File: src/rtl/led_uart_tx.sv
// led_uart_tx: captures CPU OUT bytes on rising lr into a FIFO and serializes them as UART frames on tx.
// Optional macro LED_UART_PARITY_EN inserts an even-parity bit (8E1); default build is 8N1.
module led_uart_tx #(
  parameter int unsigned CLK_DIV    = 16,
  parameter int unsigned FIFO_DEPTH = 8
) (
  input  logic                          clk,
  input  logic                          rst_n,
  input  logic [7:0]                    leds,
  input  logic                          lr,
  output logic                          tx,
  output logic                          busy,
  output logic                          full,
  output logic                          overflow,
  output logic [$clog2(FIFO_DEPTH):0]   fifo_count
);

  localparam int unsigned AW = $clog2(FIFO_DEPTH);
  localparam int unsigned CW = AW + 1;
  localparam logic [15:0] BAUD_LAST = 16'(CLK_DIV - 1);

`ifdef LED_UART_PARITY_EN
  typedef enum logic [2:0] {S_IDLE, S_START, S_DATA, S_PARITY, S_STOP} state_t;
`else
  typedef enum logic [1:0] {S_IDLE, S_START, S_DATA, S_STOP} state_t;
`endif

  state_t          r_state;
  logic [15:0]     r_baud;
  logic [2:0]      r_bitcnt;
  logic [7:0]      r_shift;
  logic            r_par;
  logic            r_tx;
  logic            r_busy;
  logic            r_full;
  logic            r_ovf;
  logic            r_lr_d;
  logic [CW-1:0]   r_count;
  logic [AW-1:0]   r_wptr;
  logic [AW-1:0]   r_rptr;
  logic [7:0]      r_mem [FIFO_DEPTH];

  logic            w_capture;
  logic            w_pop;
  logic            w_push;
  logic            w_baud_end;
  logic            w_frame_end;
  logic [CW-1:0]   w_count_nxt;

  assign w_capture   = lr & ~r_lr_d;
  assign w_pop       = (r_state == S_IDLE) && (r_count != '0);
  // A pop in the same cycle frees the slot, so a capture into a full FIFO still lands.
  assign w_push      = w_capture && (!r_full || w_pop);
  assign w_baud_end  = (r_state != S_IDLE) && (r_baud == BAUD_LAST);
  assign w_frame_end = (r_state == S_STOP) && w_baud_end;
  assign w_count_nxt = r_count + CW'(w_push) - CW'(w_pop);

  always_ff @(posedge clk) begin
    if (w_push) r_mem[r_wptr] <= leds;
  end

  always_ff @(posedge clk or negedge rst_n) begin
    if (!rst_n) begin
      r_lr_d  <= 1'b0;
      r_wptr  <= '0;
      r_rptr  <= '0;
      r_count <= '0;
      r_full  <= 1'b0;
      r_ovf   <= 1'b0;
      r_busy  <= 1'b0;
    end else begin
      r_lr_d  <= lr;
      if (w_push) r_wptr <= r_wptr + AW'(1);
      if (w_pop)  r_rptr <= r_rptr + AW'(1);
      r_count <= w_count_nxt;
      r_full  <= (w_count_nxt == CW'(FIFO_DEPTH));
      if (w_capture && !w_push) r_ovf <= 1'b1;
      // Registered busy is built from the next-cycle state and occupancy.
      r_busy  <= ((r_state != S_IDLE) && !w_frame_end) || w_pop || (w_count_nxt != '0);
    end
  end

  always_ff @(posedge clk or negedge rst_n) begin
    if (!rst_n) begin
      r_state  <= S_IDLE;
      r_baud   <= '0;
      r_bitcnt <= '0;
      r_shift  <= '0;
      r_par    <= 1'b0;
      r_tx     <= 1'b1;
    end else begin
      if (w_baud_end) r_baud <= '0;
      else            r_baud <= r_baud + 16'd1;
      case (r_state)
        S_IDLE: begin
          r_baud <= '0;
          r_tx   <= 1'b1;
          if (w_pop) begin
            r_shift  <= r_mem[r_rptr];
            r_par    <= ^r_mem[r_rptr];
            r_bitcnt <= '0;
            r_tx     <= 1'b0;
            r_state  <= S_START;
          end
        end
        S_START: begin
          if (w_baud_end) begin
            r_tx    <= r_shift[0];
            r_state <= S_DATA;
          end
        end
        S_DATA: begin
          if (w_baud_end) begin
            if (r_bitcnt == 3'd7) begin
`ifdef LED_UART_PARITY_EN
              r_tx    <= r_par;
              r_state <= S_PARITY;
`else
              r_tx    <= 1'b1;
              r_state <= S_STOP;
`endif
            end else begin
              r_bitcnt <= r_bitcnt + 3'd1;
              r_shift  <= {1'b0, r_shift[7:1]};
              r_tx     <= r_shift[1];
            end
          end
        end
`ifdef LED_UART_PARITY_EN
        S_PARITY: begin
          if (w_baud_end) begin
            r_tx    <= 1'b1;
            r_state <= S_STOP;
          end
        end
`endif
        S_STOP: begin
          if (w_baud_end) begin
            r_tx    <= 1'b1;
            r_state <= S_IDLE;
          end
        end
        default: begin
          r_tx    <= 1'b1;
          r_state <= S_IDLE;
        end
      endcase
    end
  end

  assign tx         = r_tx;
  assign busy       = r_busy;
  assign full       = r_full;
  assign overflow   = r_ovf;
  assign fifo_count = r_count;

endmodule

File: config.mk
export PLATFORM = sky130hd
export DESIGN_NAME = led_uart_tx
export DESIGN_NICKNAME = d
export VERILOG_FILES = /design/src/rtl/led_uart_tx.sv
export SDC_FILE = /design/constraint.sdc
export NUM_CORES = 1
export LEC_CHECK = 0
export CELL_PAD_IN_SITES_DETAIL_PLACEMENT = 1
export CELL_PAD_IN_SITES_GLOBAL_PLACEMENT = 2
export CORE_UTILIZATION = 40
export CTS_CLUSTER_DIAMETER = 80
export DETAILED_ROUTE_END_ITERATION = 8
export GPL_ROUTABILITY_DRIVEN = 0
export PLACE_DENSITY_LB_ADDON = 0.1
export SLEW_MARGIN = 30
export SYNTH_ARGS = -nofsm -noshare
export SYNTH_HDL_FRONTEND = slang
export SYNTH_SLANG_ARGS = --single-unit
File: constraint.sdc
create_clock -name clk -period 3.2 [get_ports clk]
set_input_delay 0.64 -clock clk [delete_from_list [all_inputs] [get_ports clk]]
set_output_delay 0.64 -clock clk [all_outputs]
set_load 0.005 [all_outputs]
== After elaboration in Yosys (flattened, before gate mapping) ==
Memories as Yosys holds them, arrays and structs flattened.
Cells that the tools add are included.
Widths: inputs -> output; s select.

* Register bits: 44
* Output and inout port bits: 8
* Word-level logic and storage cells: 77
* Bits in latches: 0
* Memory bits (writable): 64
* Memories kept: 1
* ROM bits: 0

{| class="wikitable"
|+ Memories
! memory !! words !! bits a word !! rd ports !! clocked after Yosys merged registers in !! write ports !! RTL line !! source
|-
| r_mem || 8 || 8 || 1 || 0 || 1 || 41 || <nowiki>logic [7:0] r_mem [FIFO_DEPTH];</nowiki>
|}

* Bitwise logic cells: 2
* Reductions and logical operators: 20
* Equality and inequality tests: 12
* $mul: 0
* Divide/modulo/power cells: 0
* Shift-type cells: 0
* Multiplexer cells: 24
* Magnitude comparators: 0
* $add $sub $neg: 6

{| class="wikitable"
|+ Operator list
! kind !! count
|-
| $mux 16 || 2
|-
| $mux 8 || 3
|-
| $add 16x1->16 const B || 1
|-
| $eq 16x4->1 const B || 1
|-
| $pmux 8 s2 || 1
|-
| $ne 2x2->1 const B || 6
|-
| $mux 2 || 5
|-
| $add 3x1->3 const B || 3
|-
| $mux 3 || 3
|-
| $pmux 2 s4 || 1
|-
| $reduce_bool 4->1 || 2
|-
| $mux 1 || 7
|-
| $logic_and 1x1->1 || 6
|-
| $pmux 3 s2 || 1
|-
| $reduce_and 5->1 || 1
|-
| $add 4x1->4 || 1
|-
| $eq 2x2->1 const B || 2
|-
| $eq 4x4->1 const B || 1
|-
| $pmux 1 s4 || 1
|-
| $reduce_and 4->1 || 1
|-
| $reduce_bool 2->1 || 2
|-
| $sub 4x1->4 || 1
|-
| $eq 3x3->1 const B || 1
|-
| $logic_not 1->1 || 3
|-
| 6 further kinds || 8
|}

== Depth between registers and ports, before layout ==
* Depth after elaboration: 8
* Mapped depth: 15

== Least setup slack after synthesis ==
OpenSTA, ideal clock, no wires.

* Path type: reg-to-reg
* From: register r_count[2] (netlist: fifo_count[2])
* To: register r_busy (netlist: busy)
* Buffers on the path: 1
* Stages on the path, launching flop included: 16
* Arrival time: 3,088 ps
* Setup slack: -12 ps
* Setup time: 124 ps
* Cells stage by stage: dfrtp_1 inv_1 ha_1 nor3b_1 nand2b_1 clkbuf_1 a21oi_1 inv_1 ha_1 inv_1 ha_1 inv_1 fa_1 inv_1 or3_1 a211o_1

* Word-level cells in the longest chain between the ends: 8
* Elaborated cells on any way between the ends: 9
* Classes of those cells: add/sub: 2; reduce/logical: 7

{| class="wikitable"
|+ RTL lines
! element !! RTL line !! source
|-
| start, declared || 38 || <nowiki>logic [CW-1:0] r_count;</nowiki>
|-
| start signal, assigned || 75 || <nowiki>r_count <= w_count_nxt;</nowiki>
|-
| $reduce_bool 4->1 * || 51 || <nowiki>assign w_pop = (r_state == S_IDLE) && (r_count != '0);</nowiki>
|-
| $logic_and 1x1->1 * || 51 ||
|-
| $logic_or 1x1->1 || 53 || <nowiki>assign w_push = w_capture && (!r_full || w_pop);</nowiki>
|-
| $logic_and 1x1->1 || 53 ||
|-
| $add 4x1->4 || 56 || <nowiki>assign w_count_nxt = r_count + CW'(w_push) - CW'(w_pop);</nowiki>
|-
| $sub 4x1->4 * || 56 ||
|-
| net w_count_nxt[1] || 48 || <nowiki>logic [CW-1:0] w_count_nxt;</nowiki>
|-
| $reduce_bool 4->1 * || 79 || <nowiki>r_busy <= ((r_state != S_IDLE) && !w_frame_end) || w_pop || (w_count_nxt != '0);</nowiki>
|-
| $logic_or 1x1->1 * || 79 ||
|-
| end signal, assigned || 79 ||
|-
| end, declared || 34 || <nowiki>logic r_busy;</nowiki>
|}

Mark *: on every way through the listed nets, which the timed path passes. The rest lies on a longest branch.
A chain may end at the register's enable or synchronous reset.

== Worst setup path after layout ==
Same ends and word-level chain as after synthesis.

==> flow_metrics.py <==
metrics = {
    "run_status": {
        "run_status": "completed",
    },
    "global_route": {
        "first_global_vias": 2772,
        "grt_antenna_before_repair": 0,
        "grt_pass1_wl_um": 15100,
        "grtUsageTotal_pct": 17.6,
        "grt_overflow_total": 0,
        "grt_max_degree": 45,
    },
    "timing": {
        "relSlewSlack_pct": 43.7,
        "finalSetupViolations": 0,
        "max_freq_ghz": 0.339,
        "rsz0062_at_grt": "no",
        "post-route-min-period_ns": 2.95,
        "worst_slew_pin_slew_ns": 0.844,
        "finalHoldViolCount": 0,
        "skew_ns": 0.00647,
        "setup_tns_ns": 0,
        "period_share_pct": 92.2,
        "maxSlewViolCount": 0,
        "hold_ws_ns": 0.294,
    },
    "synthesis": {
        "avgSynthCellArea_um2": 14.9,
        "synth_top_family_by_area": "multiplexers",
        "ys_ff_latch": 108,
        "synth.net_count": 338,
        "synth_compound_area_share_pct": 3.65,
        "synth.distinct_cells": 45,
        "synth_area_leader_cell": "edfxtp_1",
        "synth-simple-area-share_pct": 10.0,
        "synthAdderAreaFrac_pct": 4.49,
        "synthXorXnorAreaFrac_pct": 3.78,
        "muxShareOfSynthArea_pct": 10.6,
        "synth_top_area_share_pct": 41.5,
        "synth.top_cells.by_area": "edfxtp_1 42%, dfrtp_1 23%, mux4_2 7.8%",
        "yosysSeqAreaShare_pct": 65.3,
        "async_reset_ff_share_pct": 40.7,
        "syn_inst": 311,
        "syn_area_um2": 4630,
        "synth_warnings": 0,
        "ys.flop_type": "edfxtp_1",
        "synth_edf_count": 64,
    },
    "worst_setup_path": {
        "path_max_fanout": 4,
        "cpPeakStageDelay_ns": 0.47,
        "r2r_slack_ns": 0.25,
        "start_kind": "flop",
        "path_buf_inv": 5,
        "cpMaxStageDelayCell": "fa_1",
        "crit_path_frequent_cell": "inv_1",
        "endpoint_kind": "flop",
        "path_cells": "inv_1, ha_1, nor3b_2, nand2b_4, a21oi_2, inv_1, ha_1, inv_1, ha_1, inv_1, fa_1, inv_1, or3_1, a211o_1",
        "r2r_start": "fifo_count[2]",
        "critPathArrivalTime_ns": 3.18,
        "critical_path.top_delay_family": "adder cells",
        "ff2ff_path_depth": 14,
        "crit_type": "reg -> reg",
        "critical_path_required_ns": 3.43,
        "rr_endpoint": "busy",
    },
    "power": {
        "ir_drop_uv": 384,
        "power.density_nw_per_um2": 583,
        "leakage_uw": 0.00203,
    },
    "detailed_routing": {
        "wl_per_cell_um": 18.8,
        "detail-route-antenna-nets": 0,
        "routed_wl_um": 9180,
        "drt_iter0_markers": 112,
        "first_pass_iters": 4,
        "viasPerCell": 5.26,
        "drc": 0,
        "dr_total_vias": 2570,
    },
    "place": {
        "placed_cell_area_um2": 5070,
        "port_buffers": 18,
        "dpl.hpwl_um": 6140,
    },
    "cells_and_area": {
        "fillCellCount": 1109,
        "synthToLayoutAreaGrowth_pct": 15.4,
        "insertedDiodeCount": 0,
        "fin_area_um2": 5340,
        "fin_nets": 372,
        "drive_gt1_share_pct": 17.2,
    },
    "run": {
        "cap_violations": 0,
    },
    "floorplan": {
        "initial_utilization_pct": 41.8,
        "io_pins": 19,
        "rows": 38,
        "die_h_um": 110,
        "fp.dieW_um": 110,
        "fp.dieArea_um2": 12000,
        "core_area_um2": 11100,
    },
    "worst_hold_path": {
        "hp-class": "in -> async",
    },
    "clock_network": {
        "cts_tree": "built",
        "h-tree-depth": 3,
        "clock_sinks": 108,
        "clk_latency_ns": 0.35,
        "clockRootBuffer": "clkbuf_16",
        "cts.clk_slew.worst_paths_ns": 0.07,
        "post_cts.repair.setup_buffers": 0,
        "cts-buffers-inserted": 9,
        "cts_buffer_depth": 2,
    },
}
==> Yosys cell counts, types with 2 or more instances <==
| cell type | instances |
|---|---|
| edfxtp_1 | 64 |
| dfrtp_1 | 43 |
| nor2_1 | 34 |
| nand2_1 | 22 |
| mux4_2 | 16 |
| ha_1 | 15 |
| inv_1 | 14 |
| xnor2_1 | 10 |
| xor2_1 | 10 |
| mux2i_1 | 8 |
| nand2b_1 | 7 |
| a221o_1 | 6 |
| nand3_1 | 6 |
| a21oi_1 | 4 |
| buf_2 | 4 |
| clkbuf_1 | 4 |
| nor3_1 | 4 |
| o21ai_0 | 4 |
| mux2_2 | 3 |
| nor4_1 | 3 |
| a21o_1 | 2 |
| and4_1 | 2 |
| o22ai_1 | 2 |
| or3_1 | 2 |
| or4_1 | 2 |
==> report_power, final <==
part | internal, uW | leakage, uW | switching, uW | total [uW]
combinational | 218 | 0.000785 | 208 | 426
sequential | 1600 | 0.00113 | 83.0 | 1680
clock | 515 | 0.000118 | 487 | 1000
==> layout by cell type (no fill, tap or decap), types with 2 or more instances in the layout <==
cell and instances:
nor3_1 4, ha_1 15, a21oi_1 3, a21o_1 2
inv_1 14, clkinv_1 2, clkdlybuf4s50_1 17, a221o_1 6
nand3_1 6, nand2_1 22, dfrtp_1 43, nor2_1 34
edfxtp_1 64, o22ai_1 2, xnor2_1 10, o21ai_0 4
nor4_1 2, mux2_2 3, or3_1 2, clkbuf_16 9
mux2i_1 8, nand2b_1 6, mux4_2 16, clkinvlp_4 2
nor4_2 2, buf_4 15, or4_1 2, and4_1 2
xor2_1 10
==> metal layers <==
layer / wire length [um] / track usage (%) / vias to the layer above
li1: - / - / 1206
met1: 4590 / 25.5 / 1318
met2: 4120 / 25.3 / 38
met3: 367 / 5.81 / 8
met4: 102 / 4.57 / 0
met5: 0 / 0 / -
==> repair_timing <==
action,CTS,global route
gates resized for setup,0,3
hold buffers,0,0
setup endpoints to repair,0,1
==> worst max path at each step <==
stage | end | from | depth (start not counted)
floorplan | busy | fifo_count[2] | 15
global placement | busy | lr | 12
detailed placement | busy | lr | 12
CTS | busy | fifo_count[2] | 14
global route | busy | fifo_count[2] | 14
finish | busy | fifo_count[2] | 14
==> layout make-up <==
class,instances,area (um^2),area share [%]
Sequential cell,108,3020,56.6
Multi-Input combinational cell,179,1530,28.6
Timing Repair Buffer,33,303,5.67
Clock buffer,9,225,4.22
Tap cell,140,175,3.28
Inverter,14,52.6,0.984
Clock inverter,6,32.5,0.609
==> state kept, by name (all words and copies together) (netlist names), 2 cells and up <==
signal / flops
r_bitcnt: 3
r_shift: 8
r_wptr: 3
r_mem: 64
fifo_count: 4
r_baud: 16
r_state: 2
r_rptr: 3
==> stage by stage <==
stage          utilization (%)  power, uW  setup slack [ns]  cells
5_1_grt                   48.2       3260            0.0180    489
2_1_floorplan                -       1930             0.103    311
3_3_place_gp              45.7       2130            0.0475    474
3_5_place_dp              45.8       2150           -0.0244    474
4_1_cts                   48.1       3160             0.144    489
6_report                  48.2       3110             0.249    489
==> cells by family after synthesis <==
logic type | count (synthesis)
buffers and inverters | 24
muxes | 28
AOI/OAI and AO/OA | 22
and+or+nand+nor | 93
adders and majority gates | 16
xor gates and xnor gates | 20
DFF | 108
No activity file was read; power rests on OpenSTA's default activity.
